==> src/rtl/ex_div_if.sv <==
// ex_div_if
// Bundles the EX-stage divider request/response signals between the pipeline
// control (master) and the divider (slave).
//   start_i  : EX holds a DIV/DIVU instruction
//   signed_i : 1 = DIV (two's complement), 0 = DIVU
//   annul_i  : flush/exception in EX, cancels any operation
//   opa_i    : dividend after forwarding
//   opb_i    : divisor after forwarding
//   stall_o  : combinational stall request for EX and earlier stages
//   ready_o  : registered single-cycle result-valid pulse
//   hi_o     : remainder, held until the next completion
//   lo_o     : quotient, held until the next completion
interface ex_div_if;
   logic        start_i;
   logic        signed_i;
   logic        annul_i;
   logic [31:0] opa_i;
   logic [31:0] opb_i;
   logic        stall_o;
   logic        ready_o;
   logic [31:0] hi_o;
   logic [31:0] lo_o;

   modport master (
      output start_i, signed_i, annul_i, opa_i, opb_i,
      input  stall_o, ready_o, hi_o, lo_o
   );

   modport slave (
      input  start_i, signed_i, annul_i, opa_i, opb_i,
      output stall_o, ready_o, hi_o, lo_o
   );
endinterface

==> src/rtl/ex_div.sv <==
// ex_div
// Multi-cycle radix-2 restoring divider for MIPS DIV/DIVU in the EX stage.
// Produces {hi, lo} = {remainder, quotient} after 32 iterations and holds the
// pipeline through the stall request while the operation is in flight.
// Ports:
//   clk : single clock, rising edge
//   rst : asynchronous active-high reset
//   bus : ex_div_if.slave carrying the request operands and the results
module ex_div (
   input  logic    clk,
   input  logic    rst,
   ex_div_if.slave bus
);

   typedef enum logic [1:0] {IDLE, BUSY, ZERO, DONE} state_t;

   state_t      state;
   state_t      state_next;
   logic [4:0]  count;
   logic [31:0] dvd;
   logic [31:0] divisor;
   logic [31:0] rem;
   logic [31:0] quo;
   logic        neg_q;
   logic        neg_r;

   logic        accept;
   logic [32:0] trial;
   logic [31:0] rem_step;
   logic [31:0] quo_step;
   logic [31:0] rem_fix;
   logic [31:0] quo_fix;
   logic [31:0] opa_mag;
   logic [31:0] opb_mag;
   logic        opb_zero;

   // Operand conditioning and the per-cycle restoring step. The dividend and
   // divisor are reduced to magnitudes for DIV so the iteration is purely
   // unsigned; the signs are re-applied only when the result is published.
   // A non-negative trial means the shifted remainder covers the divisor, so
   // the subtraction is kept and a 1 enters the quotient. In ZERO the step
   // instead loads the architectural divide-by-zero pattern, taking the
   // dividend exactly as it was latched.
   always_comb begin
      accept   = (state == IDLE) && bus.start_i && !bus.annul_i;
      opb_zero = (bus.opb_i == 32'd0);
      opa_mag  = (bus.signed_i && bus.opa_i[31]) ? (32'd0 - bus.opa_i) : bus.opa_i;
      opb_mag  = (bus.signed_i && bus.opb_i[31]) ? (32'd0 - bus.opb_i) : bus.opb_i;
      trial    = {rem, dvd[31]} - {1'b0, divisor};
      rem_step = rem;
      quo_step = quo;
      case (state)
         BUSY: begin
            rem_step = trial[32] ? {rem[30:0], dvd[31]} : trial[31:0];
            quo_step = {quo[30:0], ~trial[32]};
         end
         ZERO: begin
            rem_step = dvd;
            quo_step = 32'hFFFF_FFFF;
         end
         default: begin
            rem_step = rem;
            quo_step = quo;
         end
      endcase
      rem_fix = neg_r ? (32'd0 - rem_step) : rem_step;
      quo_fix = neg_q ? (32'd0 - quo_step) : quo_step;
   end

   // Next-state logic and the stall request. Annul wins over everything and
   // drops the stall immediately so the flushed instruction can leave EX.
   // The stall is raised already in the IDLE cycle that accepts a request,
   // and is low in DONE so the instruction advances on the DONE edge.
   always_comb begin
      state_next  = state;
      bus.stall_o = 1'b0;
      if (bus.annul_i) begin
         state_next = IDLE;
      end else begin
         case (state)
            IDLE: begin
               if (bus.start_i) begin
                  bus.stall_o = 1'b1;
                  state_next  = opb_zero ? ZERO : BUSY;
               end
            end
            BUSY: begin
               bus.stall_o = 1'b1;
               if (count == 5'd31) begin
                  state_next = DONE;
               end
            end
            ZERO: begin
               bus.stall_o = 1'b1;
               state_next  = DONE;
            end
            DONE: begin
               state_next = IDLE;
            end
            default: begin
               state_next = IDLE;
            end
         endcase
      end
   end

   // State register.
   always_ff @(posedge clk or posedge rst) begin
      if (rst) begin
         state <= IDLE;
      end else begin
         state <= state_next;
      end
   end

   // Working registers. On acceptance the operands are latched: magnitudes
   // plus sign flags for a real divide, or the raw dividend with the sign
   // flags cleared for a zero divisor so that the remainder comes out
   // untouched. Each BUSY cycle consumes one dividend bit from the top.
   always_ff @(posedge clk or posedge rst) begin
      if (rst) begin
         count   <= 5'd0;
         dvd     <= 32'd0;
         divisor <= 32'd0;
         rem     <= 32'd0;
         quo     <= 32'd0;
         neg_q   <= 1'b0;
         neg_r   <= 1'b0;
      end else if (accept) begin
         count <= 5'd0;
         rem   <= 32'd0;
         quo   <= 32'd0;
         if (opb_zero) begin
            dvd     <= bus.opa_i;
            divisor <= 32'd0;
            neg_q   <= 1'b0;
            neg_r   <= 1'b0;
         end else begin
            dvd     <= opa_mag;
            divisor <= opb_mag;
            neg_q   <= bus.signed_i && (bus.opa_i[31] ^ bus.opb_i[31]);
            neg_r   <= bus.signed_i && bus.opa_i[31];
         end
      end else if (state == BUSY) begin
         rem   <= rem_step;
         quo   <= quo_step;
         dvd   <= {dvd[30:0], 1'b0};
         count <= count + 5'd1;
      end else if (state == ZERO) begin
         rem <= rem_step;
         quo <= quo_step;
      end
   end

   // Result registers. They load on the edge that enters DONE, so ready_o
   // and the sign-corrected results are visible together during the DONE
   // cycle; otherwise hi_o/lo_o keep the last completed result.
   always_ff @(posedge clk or posedge rst) begin
      if (rst) begin
         bus.ready_o <= 1'b0;
         bus.hi_o    <= 32'd0;
         bus.lo_o    <= 32'd0;
      end else begin
         bus.ready_o <= (state_next == DONE);
         if (state_next == DONE) begin
            bus.hi_o <= rem_fix;
            bus.lo_o <= quo_fix;
         end
      end
   end

endmodule

==> src/flat_wrapper.sv <==
// flat-port wrapper written by rule: the top's interface ports become plain ports
module ex_div_flat 
  (clk, rst, bus_start_i, bus_signed_i, bus_annul_i, bus_opa_i, bus_opb_i, bus_stall_o, bus_ready_o, bus_hi_o, bus_lo_o);
  ex_div_if bus_i ();
  input  logic clk;
  input  logic rst;
  input wire logic [$bits(bus_i.start_i)-1:0] bus_start_i;
  input wire logic [$bits(bus_i.signed_i)-1:0] bus_signed_i;
  input wire logic [$bits(bus_i.annul_i)-1:0] bus_annul_i;
  input wire logic [$bits(bus_i.opa_i)-1:0] bus_opa_i;
  input wire logic [$bits(bus_i.opb_i)-1:0] bus_opb_i;
  output wire logic [$bits(bus_i.stall_o)-1:0] bus_stall_o;
  output wire logic [$bits(bus_i.ready_o)-1:0] bus_ready_o;
  output wire logic [$bits(bus_i.hi_o)-1:0] bus_hi_o;
  output wire logic [$bits(bus_i.lo_o)-1:0] bus_lo_o;
  assign bus_i.start_i = bus_start_i;
  assign bus_i.signed_i = bus_signed_i;
  assign bus_i.annul_i = bus_annul_i;
  assign bus_i.opa_i = bus_opa_i;
  assign bus_i.opb_i = bus_opb_i;
  assign bus_stall_o = bus_i.stall_o;
  assign bus_ready_o = bus_i.ready_o;
  assign bus_hi_o = bus_i.hi_o;
  assign bus_lo_o = bus_i.lo_o;
  ex_div u_core (.clk(clk), .rst(rst), .bus(bus_i));
endmodule
==> config.mk <==
export PLATFORM = sky130hd
export DESIGN_NAME = ex_div_flat
export DESIGN_NICKNAME = d
export VERILOG_FILES = /design/src/rtl/ex_div_if.sv /design/src/rtl/ex_div.sv /design/src/flat_wrapper.sv
export SDC_FILE = /design/constraint.sdc
export NUM_CORES = 1
export LEC_CHECK = 0
export CAP_MARGIN = 20
export CELL_PAD_IN_SITES_DETAIL_PLACEMENT = 0
export CELL_PAD_IN_SITES_GLOBAL_PLACEMENT = 2
export CORE_MARGIN = 4
export CORE_UTILIZATION = 30
export CTS_CLUSTER_SIZE = 14
export DETAILED_ROUTE_END_ITERATION = 16
export MAX_ROUTING_LAYER = met4
export PLACE_DENSITY = 0.7
export SLEW_MARGIN = 20
export SYNTH_ARGS = -nofsm -noshare
export SYNTH_HDL_FRONTEND = slang
export SYNTH_SLANG_ARGS = --single-unit
==> constraint.sdc <==
create_clock -name clk -period 8 [get_ports clk]
set_clock_uncertainty 0.05 [all_clocks]
set_input_delay 1.6 -clock clk [delete_from_list [all_inputs] [get_ports clk]]
set_output_delay 1.6 -clock clk [all_outputs]
set_load 0.005 [all_outputs]
==> results of run 1 <==
[synthesized netlist by cell type, drive strengths merged, types with 7 or more instances]
cell type	instances
and3	9
buf	27
o21ai	197
or4	10
nor2b	8
mux2i	38
inv	68
or2	7
a22o	10
o31ai	21
o41ai	10
nor2	171
a21oi	141
clkbuf	74
a22oi	8
nand4	20
xnor2	90
nor4	7
dfrtp	202
o21a	19
and2	24
o211ai	12
nand3	31
mux2	7
a221oi	7
a31oi	7
nand2b	13
a211oi	8
or3	16
nor3	33
nand2	231
a21o	8
xor2	47
ha	43
[cells in the final DEF, fill, tap and decap left out, types with 12 or more instances in the layout]
cell type	instances
sky130_fd_sc_hd__nor2_1	168
sky130_fd_sc_hd__nand2_1	230
sky130_fd_sc_hd__nand4_1	19
sky130_fd_sc_hd__or3_1	15
sky130_fd_sc_hd__xor2_1	47
sky130_fd_sc_hd__dfrtp_1	202
sky130_fd_sc_hd__o21ai_0	192
sky130_fd_sc_hd__o31ai_1	21
sky130_fd_sc_hd__xnor2_1	90
sky130_fd_sc_hd__nor3_1	31
sky130_fd_sc_hd__clkbuf_16	27
sky130_fd_sc_hd__mux2i_1	38
sky130_fd_sc_hd__and2_1	24
sky130_fd_sc_hd__clkdlybuf4s50_1	134
sky130_fd_sc_hd__o21a_1	19
sky130_fd_sc_hd__a21oi_1	139
sky130_fd_sc_hd__o211ai_1	12
sky130_fd_sc_hd__nand2b_1	13
sky130_fd_sc_hd__nand3_1	30
sky130_fd_sc_hd__ha_1	42
sky130_fd_sc_hd__buf_4	18
sky130_fd_sc_hd__inv_1	66
[worst paths after layout]
| kind | from | endpoint | slack (ns) | depth (start not counted) |
|---|---|---|---|---|
| max in group asynchronous | rst | u_core.rem[15] | 5.29 | 3 |
| setup / recovery | u_core.dvd[31] | u_core.bus.hi_o[30] | 2.44 | 17 |
| hold reg to reg | u_core.bus.hi_o[7] | u_core.bus.hi_o[7] | 0.42 | 2 |
| setup reg to reg | u_core.dvd[31] | u_core.bus.hi_o[30] | 2.44 | 17 |
| hold / removal | u_core.bus.hi_o[7] | u_core.bus.hi_o[7] | 0.42 | 2 |
| min in group asynchronous | rst | u_core.bus.lo_o[8] | 1.41 | 2 |
[cells by family (layout without fill, tap and decap cells)]
kind of cell	after synthesis	in the layout	share of synthesized area [%]
DFF	202	202	36.4
AOI/OAI and AO/OA	512	512	22.9
buffers and inverters	170	272	4.75
adders and majority gates	44	44	4.02
and+or+nand+nor	598	598	19.9
muxes	45	45	3.31
xor gates and xnor gates	137	137	8.65
[critical path: cells and delay by family (launching register included)]
kind | cells | cell delay (ns)
flip-flops | 1 | 0.42
multiplexers | 2 | 0.77
buffers and inverters | 3 | 0.43
AO/OA/AOI/OAI | 6 | 1.92
adder cells (fa/ha/maj) | 2 | 0.60
AND/OR/NAND/NOR | 4 | 1.25
[layer usage]
layer / vias up / wire [um] / share of wire, %
met2: 329 / 19300 / 41
met5: - / 0 / 0
li1: 6199 / - / -
met3: 41 / 2820 / 6.0
met4: 0 / 660 / 1.4
met1: 6074 / 24200 / 51
[power groups by stage]
stage          clock [W]  combinational [W]  sequential [W]
6_report         0.00131            0.00528         0.00189
5_1_grt          0.00138            0.00584         0.00195
4_1_cts          0.00135            0.00529         0.00189
3_5_place_dp           0            0.00526         0.00190
3_3_place_gp           0            0.00526         0.00190
2_1_floorplan          0            0.00374         0.00172
[stage by stage]
stage	worst slack, ns	power (W)	util, %	instances
after floorplan	0.839	0.00546	-	1708
after global placement	2.22	0.00716	34.6	2360
after detailed placement	2.09	0.00717	34.6	2360
after CTS	2.46	0.00852	36.7	2410
after global routing	2.02	0.00918	36.7	2410
final	2.44	0.00848	36.7	2410
[layout make-up]
type                       count  area [um2]
clock inverter                19         236
multi-input combinational   1336        8190
timing repair buffer         153        1500
tap                          600         751
clock buffer                  31         721
sequential                   202        5050
fill                        4814       28900
inverter                      69         267
[state kept, by name, summed over array words and instances, names as in the netlist]
signal	cells
u_core.bus.hi_o	32
u_core.bus.lo_o	32
u_core.divisor	32
u_core.dvd	32
u_core.quo	32
u_core.rem	32
u_core.count	5
u_core.state	2
u_core.bus.ready_o	1
u_core.neg_q	1
u_core.neg_r	1
==> run_summary.xml, run 1 <==
<?xml version="1.0" encoding="UTF-8"?>
<metrics>
  <group name="timing">
    <metric name="final.period_utilization" unit="%">69.5</metric>
    <metric name="final.min_clock_period" unit="ns">5.56</metric>
    <metric name="slew_headroom" unit="%">30.6</metric>
    <metric name="maxClockFrequency" unit="MHz">180</metric>
    <metric name="hold_slack" unit="ns">0.418</metric>
    <metric name="drv_slew" unit="">0</metric>
    <metric name="timing.final.hold_violations" unit="">0</metric>
    <metric name="setup_tns" unit="ns">0</metric>
    <metric name="max_slew.worst_pin.slew" unit="ns">1.04</metric>
    <metric name="setup_repair_after_global_routing_missed_its_margin" unit="">no</metric>
    <metric name="setup_viol" unit="">0</metric>
  </group>
  <group name="global_routing">
    <metric name="grt.met2_usage" unit="%">26.3</metric>
    <metric name="gr-usage-met3" unit="%">2.93</metric>
    <metric name="grt_start_max_net_pins" unit="">142</metric>
    <metric name="groute.layer.met1.usage" unit="%">28.6</metric>
    <metric name="grt_pass1_vias" unit="">12200</metric>
    <metric name="globalRouteTotalUtil" unit="%">18.7</metric>
    <metric name="grt.busiest_layer" unit="">met1</metric>
    <metric name="grt_remaining_overflow" unit="">0</metric>
    <metric name="initial_antenna_violation_count" unit="">1</metric>
    <metric name="grt_pass1_wl" unit="um">73000</metric>
  </group>
  <group name="clocking">
    <metric name="cts_sinks" unit="">202</metric>
    <metric name="tritoncts" unit="">done</metric>
    <metric name="clockBufferDepth" unit="">3</metric>
    <metric name="cts_made_buffers" unit="">27</metric>
    <metric name="cts.repair.resized" unit="">0</metric>
    <metric name="clock-root-buffer" unit="">sky130_fd_sc_hd__clkbuf_16</metric>
    <metric name="clk_pin_slew_worst_paths" unit="ns">0.06</metric>
    <metric name="cts_hold_buf" unit="">0</metric>
    <metric name="number_of_buffers_inserted_to_repair_setup_after_cts" unit="">0</metric>
    <metric name="cts_h_tree_lvls" unit="">1</metric>
    <metric name="clk-insertion-delay-late" unit="ns">0.57</metric>
  </group>
  <group name="layout">
    <metric name="num-nets-final" unit="">1902</metric>
    <metric name="final_design_area_no_fill" unit="mm2">0.0167</metric>
    <metric name="final_layout_size_suffix_gt1_share" unit="%">6.08</metric>
    <metric name="area_growth" unit="%">20.5</metric>
    <metric name="num_antenna_cells" unit="">0</metric>
  </group>
  <group name="pwr">
    <metric name="p_sw_share" unit="%">49.8</metric>
    <metric name="clock_power_share" unit="%">15.5</metric>
    <metric name="share_comb_of_total_power" unit="%">62.2</metric>
    <metric name="switchingPower" unit="W">0.00422</metric>
    <metric name="total_leakage_power" unit="nW">7.04</metric>
    <metric name="pwr_density_cell" unit="mW/mm2">507</metric>
    <metric name="power.ir.vdd_worst" unit="V">0.000215</metric>
    <metric name="cell_int_power" unit="W">0.00426</metric>
    <metric name="share_seq_of_total_power" unit="%">22.3</metric>
  </group>
  <group name="routing">
    <metric name="drc" unit="">0</metric>
    <metric name="routed-via-count" unit="">12600</metric>
    <metric name="wl_per_cell" unit="um">19.5</metric>
    <metric name="detailedRoute.firstPassIterationCount" unit="">5</metric>
    <metric name="detail_route.vias_per_cell" unit="">5.25</metric>
    <metric name="antenna_violating_nets_post_route" unit="">0</metric>
    <metric name="drtIter0Drc" unit="">906</metric>
    <metric name="totalWireLength" unit="um">47000</metric>
  </group>
  <group name="synth">
    <metric name="ys.warnings.count" unit="">0</metric>
    <metric name="synth_sequential_area_ratio" unit="%">36.4</metric>
    <metric name="syn-mean-instance-area" unit="um2">8.12</metric>
    <metric name="synth.lib_cells_used.distinct" unit="">90</metric>
    <metric name="yosys_register_bits" unit="">202</metric>
    <metric name="synth_top_area_share" unit="%">36.4</metric>
    <metric name="synth_area_leaders" unit="">sky130_fd_sc_hd__dfrtp_1 36%, sky130_fd_sc_hd__o21ai_0 6.9%, sky130_fd_sc_hd__nand2_1 6.3%</metric>
    <metric name="ys.flop_type" unit="">sky130_fd_sc_hd__dfrtp_1</metric>
    <metric name="postSynthNetCount" unit="">1821</metric>
    <metric name="syn-instance-count" unit="">1708</metric>
    <metric name="cell_type_with_the_highest_aggregate_area_in_the_netlist" unit="">sky130_fd_sc_hd__dfrtp_1</metric>
    <metric name="synth_area" unit="mm2">0.0139</metric>
    <metric name="postSynth.asyncResetShare" unit="%">100</metric>
    <metric name="count_of_flip_flops_with_a_built_in_enable_after_synthesis" unit="">0</metric>
  </group>
  <group name="worst_setup_path">
    <metric name="critical_path.slowest_cell" unit="">sky130_fd_sc_hd__a222oi_1</metric>
    <metric name="timing.critical_path.fanout_max" unit="">15</metric>
    <metric name="cp-start-kind" unit="">flip-flop</metric>
    <metric name="worstPathRequired" unit="ns">8.42</metric>
    <metric name="end_kind" unit="">flip-flop</metric>
    <metric name="cp_cell_sequence" unit="">inv_1 -&gt; ha_1 -&gt; inv_1 -&gt; fa_1 -&gt; a211oi_1 -&gt; or3_4 -&gt; a211oi_4 -&gt; o2111ai_4 -&gt; a21oi_1 -&gt; nor2_2 -&gt; buf_4 -&gt; mux2_2 -&gt; a222oi_1 -&gt; nand4_1 -&gt; nor4_4 -&gt; mux2_2 -&gt; o211ai_1</metric>
    <metric name="cp_data_arrival_time" unit="ns">5.98</metric>
    <metric name="timing.critical_path.slowest_cell_delay" unit="ns">0.73</metric>
    <metric name="timing.setup.critical_path_class" unit="">flip-flop to flip-flop</metric>
  </group>
  <group name="floorplan">
    <metric name="row_count" unit="">78</metric>
    <metric name="initial_utilization" unit="%">30.4</metric>
    <metric name="chipWidth" unit="um">223</metric>
    <metric name="num_io_pins" unit="">135</metric>
    <metric name="core_area" unit="mm2">0.0456</metric>
    <metric name="design.die.area" unit="mm2">0.0497</metric>
    <metric name="floorplan.die.height" unit="um">223</metric>
  </group>
  <group name="place">
    <metric name="dpl.hpwl" unit="um">35000</metric>
    <metric name="count_of_buffers_from_port_buffering" unit="">134</metric>
    <metric name="gpl.final_weighted_congestion" unit="">0.937</metric>
    <metric name="place_area" unit="mm2">0.0158</metric>
  </group>
  <group name="status">
    <metric name="outcome" unit="">complete, no violations</metric>
  </group>
  <group name="run">
    <metric name="max_cap_violations" unit="">0</metric>
  </group>
  <group name="worst_hold_path">
    <metric name="hold_path.class" unit="">flip-flop to flip-flop</metric>
  </group>
</metrics>
(Power assumes the default switching activity.)
==> run 2: changes to the inputs <==
Clock period 8 ns to 5.25 ns, I/O delays scaled along.
==> run_summary.xml, run 2 (same netlist as run 1, synthesis figures left out) <==
<?xml version="1.0" encoding="UTF-8"?>
<metrics>
  <group name="routing">
    <metric name="detailedRoute.firstPassIterationCount" unit="">5</metric>
    <metric name="drc" unit="">0</metric>
    <metric name="totalWireLength" unit="um">46700</metric>
    <metric name="routed-via-count" unit="">12700</metric>
    <metric name="drtIter0Drc" unit="">1015</metric>
    <metric name="antenna_violating_nets_post_route" unit="">0</metric>
    <metric name="wl_per_cell" unit="um">19.0</metric>
    <metric name="detail_route.vias_per_cell" unit="">5.15</metric>
  </group>
  <group name="timing">
    <metric name="maxClockFrequency" unit="MHz">200</metric>
    <metric name="drv_slew" unit="">0</metric>
    <metric name="slew_headroom" unit="%">35.2</metric>
    <metric name="max_slew.worst_pin.slew" unit="ns">0.972</metric>
    <metric name="timing.final.hold_violations" unit="">0</metric>
    <metric name="hold_slack" unit="ns">0.424</metric>
    <metric name="final.period_utilization" unit="%">95.3</metric>
    <metric name="setup_viol" unit="">0</metric>
    <metric name="setup_tns" unit="ns">0</metric>
    <metric name="final.min_clock_period" unit="ns">5.00</metric>
    <metric name="setup_repair_after_global_routing_missed_its_margin" unit="">no</metric>
  </group>
  <group name="worst_hold_path">
    <metric name="timing.hold.worst_endpoint" unit="">u_core.bus.hi_o[7]</metric>
    <metric name="hold_path.class" unit="">flip-flop to flip-flop</metric>
    <metric name="holdPathStages" unit="">2</metric>
    <metric name="hp_start" unit="">u_core.bus.hi_o[7]</metric>
  </group>
  <group name="clocking">
    <metric name="clk-insertion-delay-late" unit="ns">0.55</metric>
    <metric name="cts_h_tree_lvls" unit="">1</metric>
    <metric name="clockBufferDepth" unit="">3</metric>
    <metric name="tritoncts" unit="">done</metric>
    <metric name="cts_sinks" unit="">202</metric>
    <metric name="cts_made_buffers" unit="">25</metric>
    <metric name="clk_pin_slew_worst_paths" unit="ns">0.06</metric>
    <metric name="cts_hold_buf" unit="">0</metric>
    <metric name="clock-root-buffer" unit="">sky130_fd_sc_hd__clkbuf_16</metric>
  </group>
  <group name="layout">
    <metric name="final_layout_size_suffix_gt1_share" unit="%">8.46</metric>
    <metric name="n_fill_cell" unit="">4804</metric>
    <metric name="num_antenna_cells" unit="">0</metric>
    <metric name="layout_common_cells" unit="">230 x sky130_fd_sc_hd__nand2_1, 202 x sky130_fd_sc_hd__dfrtp_1, 189 x sky130_fd_sc_hd__o21ai_0</metric>
    <metric name="area_growth" unit="%">22.6</metric>
    <metric name="fin_cells" unit="">2456</metric>
    <metric name="num-nets-final" unit="">1950</metric>
    <metric name="most_common_cell_after_layout_fill_and_taps_aside" unit="">sky130_fd_sc_hd__nand2_1</metric>
  </group>
  <group name="global_routing">
    <metric name="grt_pass1_wl" unit="um">74000</metric>
    <metric name="initial_antenna_violation_count" unit="">0</metric>
    <metric name="grt_start_max_net_pins" unit="">149</metric>
    <metric name="grt_pass1_vias" unit="">12500</metric>
    <metric name="globalRouteTotalUtil" unit="%">18.9</metric>
    <metric name="grt_remaining_overflow" unit="">0</metric>
  </group>
  <group name="floorplan">
    <metric name="chipWidth" unit="um">223</metric>
    <metric name="design.die.area" unit="mm2">0.0497</metric>
    <metric name="floorplan.die.height" unit="um">223</metric>
    <metric name="num_io_pins" unit="">135</metric>
    <metric name="row_count" unit="">78</metric>
    <metric name="initial_utilization" unit="%">30.4</metric>
    <metric name="core_area" unit="mm2">0.0456</metric>
  </group>
  <group name="pwr">
    <metric name="total_leakage_power" unit="nW">7.23</metric>
    <metric name="power.ir.vdd_worst" unit="V">0.000273</metric>
    <metric name="power.total" unit="W">0.0132</metric>
    <metric name="pwr_density_cell" unit="mW/mm2">776</metric>
  </group>
  <group name="worst_setup_path">
    <metric name="r2r_end" unit="">u_core.bus.hi_o[30]</metric>
    <metric name="worstPathRequired" unit="ns">5.66</metric>
    <metric name="reg2reg_depth" unit="">21</metric>
    <metric name="rr_startpoint" unit="">u_core.dvd[31]</metric>
    <metric name="end_kind" unit="">flip-flop</metric>
    <metric name="critical_path.slowest_cell" unit="">sky130_fd_sc_hd__dfrtp_1</metric>
    <metric name="timing.critical_path.slowest_cell_delay" unit="ns">0.43</metric>
    <metric name="cpMostUsedCell" unit="">sky130_fd_sc_hd__buf_4</metric>
    <metric name="cp.buffers_inverters" unit="">7</metric>
    <metric name="cp_cell_sequence" unit="">inv_1 -&gt; ha_1 -&gt; inv_1 -&gt; fa_1 -&gt; a211oi_2 -&gt; or3_4 -&gt; a211oi_4 -&gt; buf_4 -&gt; o2111ai_4 -&gt; buf_4 -&gt; a21oi_2 -&gt; nor2_4 -&gt; buf_12 -&gt; mux2_2 -&gt; a222oi_1 -&gt; buf_4 -&gt; nand4_1 -&gt; buf_4 -&gt; nor4_4 -&gt; mux2_2 -&gt; o211ai_1</metric>
    <metric name="timing.critical_path.from" unit="">u_core.dvd[31]</metric>
    <metric name="timing.setup.critical_path_class" unit="">flip-flop to flip-flop</metric>
    <metric name="cpLargestDelayFamily" unit="">buffers and inverters</metric>
    <metric name="cp_data_arrival_time" unit="ns">5.41</metric>
    <metric name="timing.critical_path.fanout_max" unit="">9</metric>
    <metric name="worst-r2r-setup-slack" unit="ns">0.25</metric>
    <metric name="cp-start-kind" unit="">flip-flop</metric>
  </group>
  <group name="place">
    <metric name="dp_cells" unit="">2409</metric>
    <metric name="count_of_buffers_from_port_buffering" unit="">134</metric>
    <metric name="gpl.final_weighted_congestion" unit="">0.892</metric>
    <metric name="dpl.hpwl" unit="um">35800</metric>
  </group>
  <group name="status">
    <metric name="outcome" unit="">complete, no violations</metric>
  </group>
  <group name="run">
    <metric name="max_cap_violations" unit="">0</metric>
  </group>
</metrics>
run 2: worst min-delay path, cell delays in order (launching register included):
cell	delay, ns
sky130_fd_sc_hd__dfrtp_1	0.34
sky130_fd_sc_hd__nand2_1	0.05
sky130_fd_sc_hd__nand2_1	0.05
run 2: final cells by class:
cell class              instances  area [um2]  area share, %
multi-input cells            1336        8210           48.3
flip-flops and latches        202        5050           29.7
repair buffers                203        1920           11.3
well taps                     600         751           4.41
clock buffers                  34         709           4.17
inverters                      69         263           1.55
clock inverters                12        93.8          0.552
run 2: timing repair:
item / CTS / global route
resized for setup: 0 / 9
setup endpoints to repair: 0 / 19
setup buffers: 0 / 1
run 2: routing by layer:
metal	vias up	routed length, um	GRT usage (%)
met5	-	0	-
met4	0	647	3.38
met3	50	1960	1.87
met2	291	19300	26.6
met1	6039	24800	29.4
li1	6279	-	-
run 2: stage by stage:
stage               worst slack [ns]  area [um2]  util (%)
floorplan                      0.619       13900         -
global placement               0.237       16200      35.5
detailed placement             0.105       16200      35.5
CTS                           0.0781       17000      37.2
global route                 0.00619       17000      37.3
finish                         0.249       17000      37.3
run 2: worst max path at each step:
stage	endpoint	depth (start not counted)	slack, ns
global route	u_core.bus.hi_o[30]	18	0.006
detailed placement	u_core.bus.hi_o[30]	17	0.11
global placement	u_core.bus.hi_o[30]	17	0.24
floorplan	u_core.bus.hi_o[30]	17	0.62
CTS	u_core.bus.hi_o[30]	17	0.08
finish	u_core.bus.hi_o[30]	21	0.25
run 2: where the power goes:
part / internal, W / total, W / switching [W]
clock: 0.000995 / 0.00171 / 0.000720
combinational: 0.00345 / 0.00854 / 0.00509
sequential: 0.00224 / 0.00294 / 0.000697
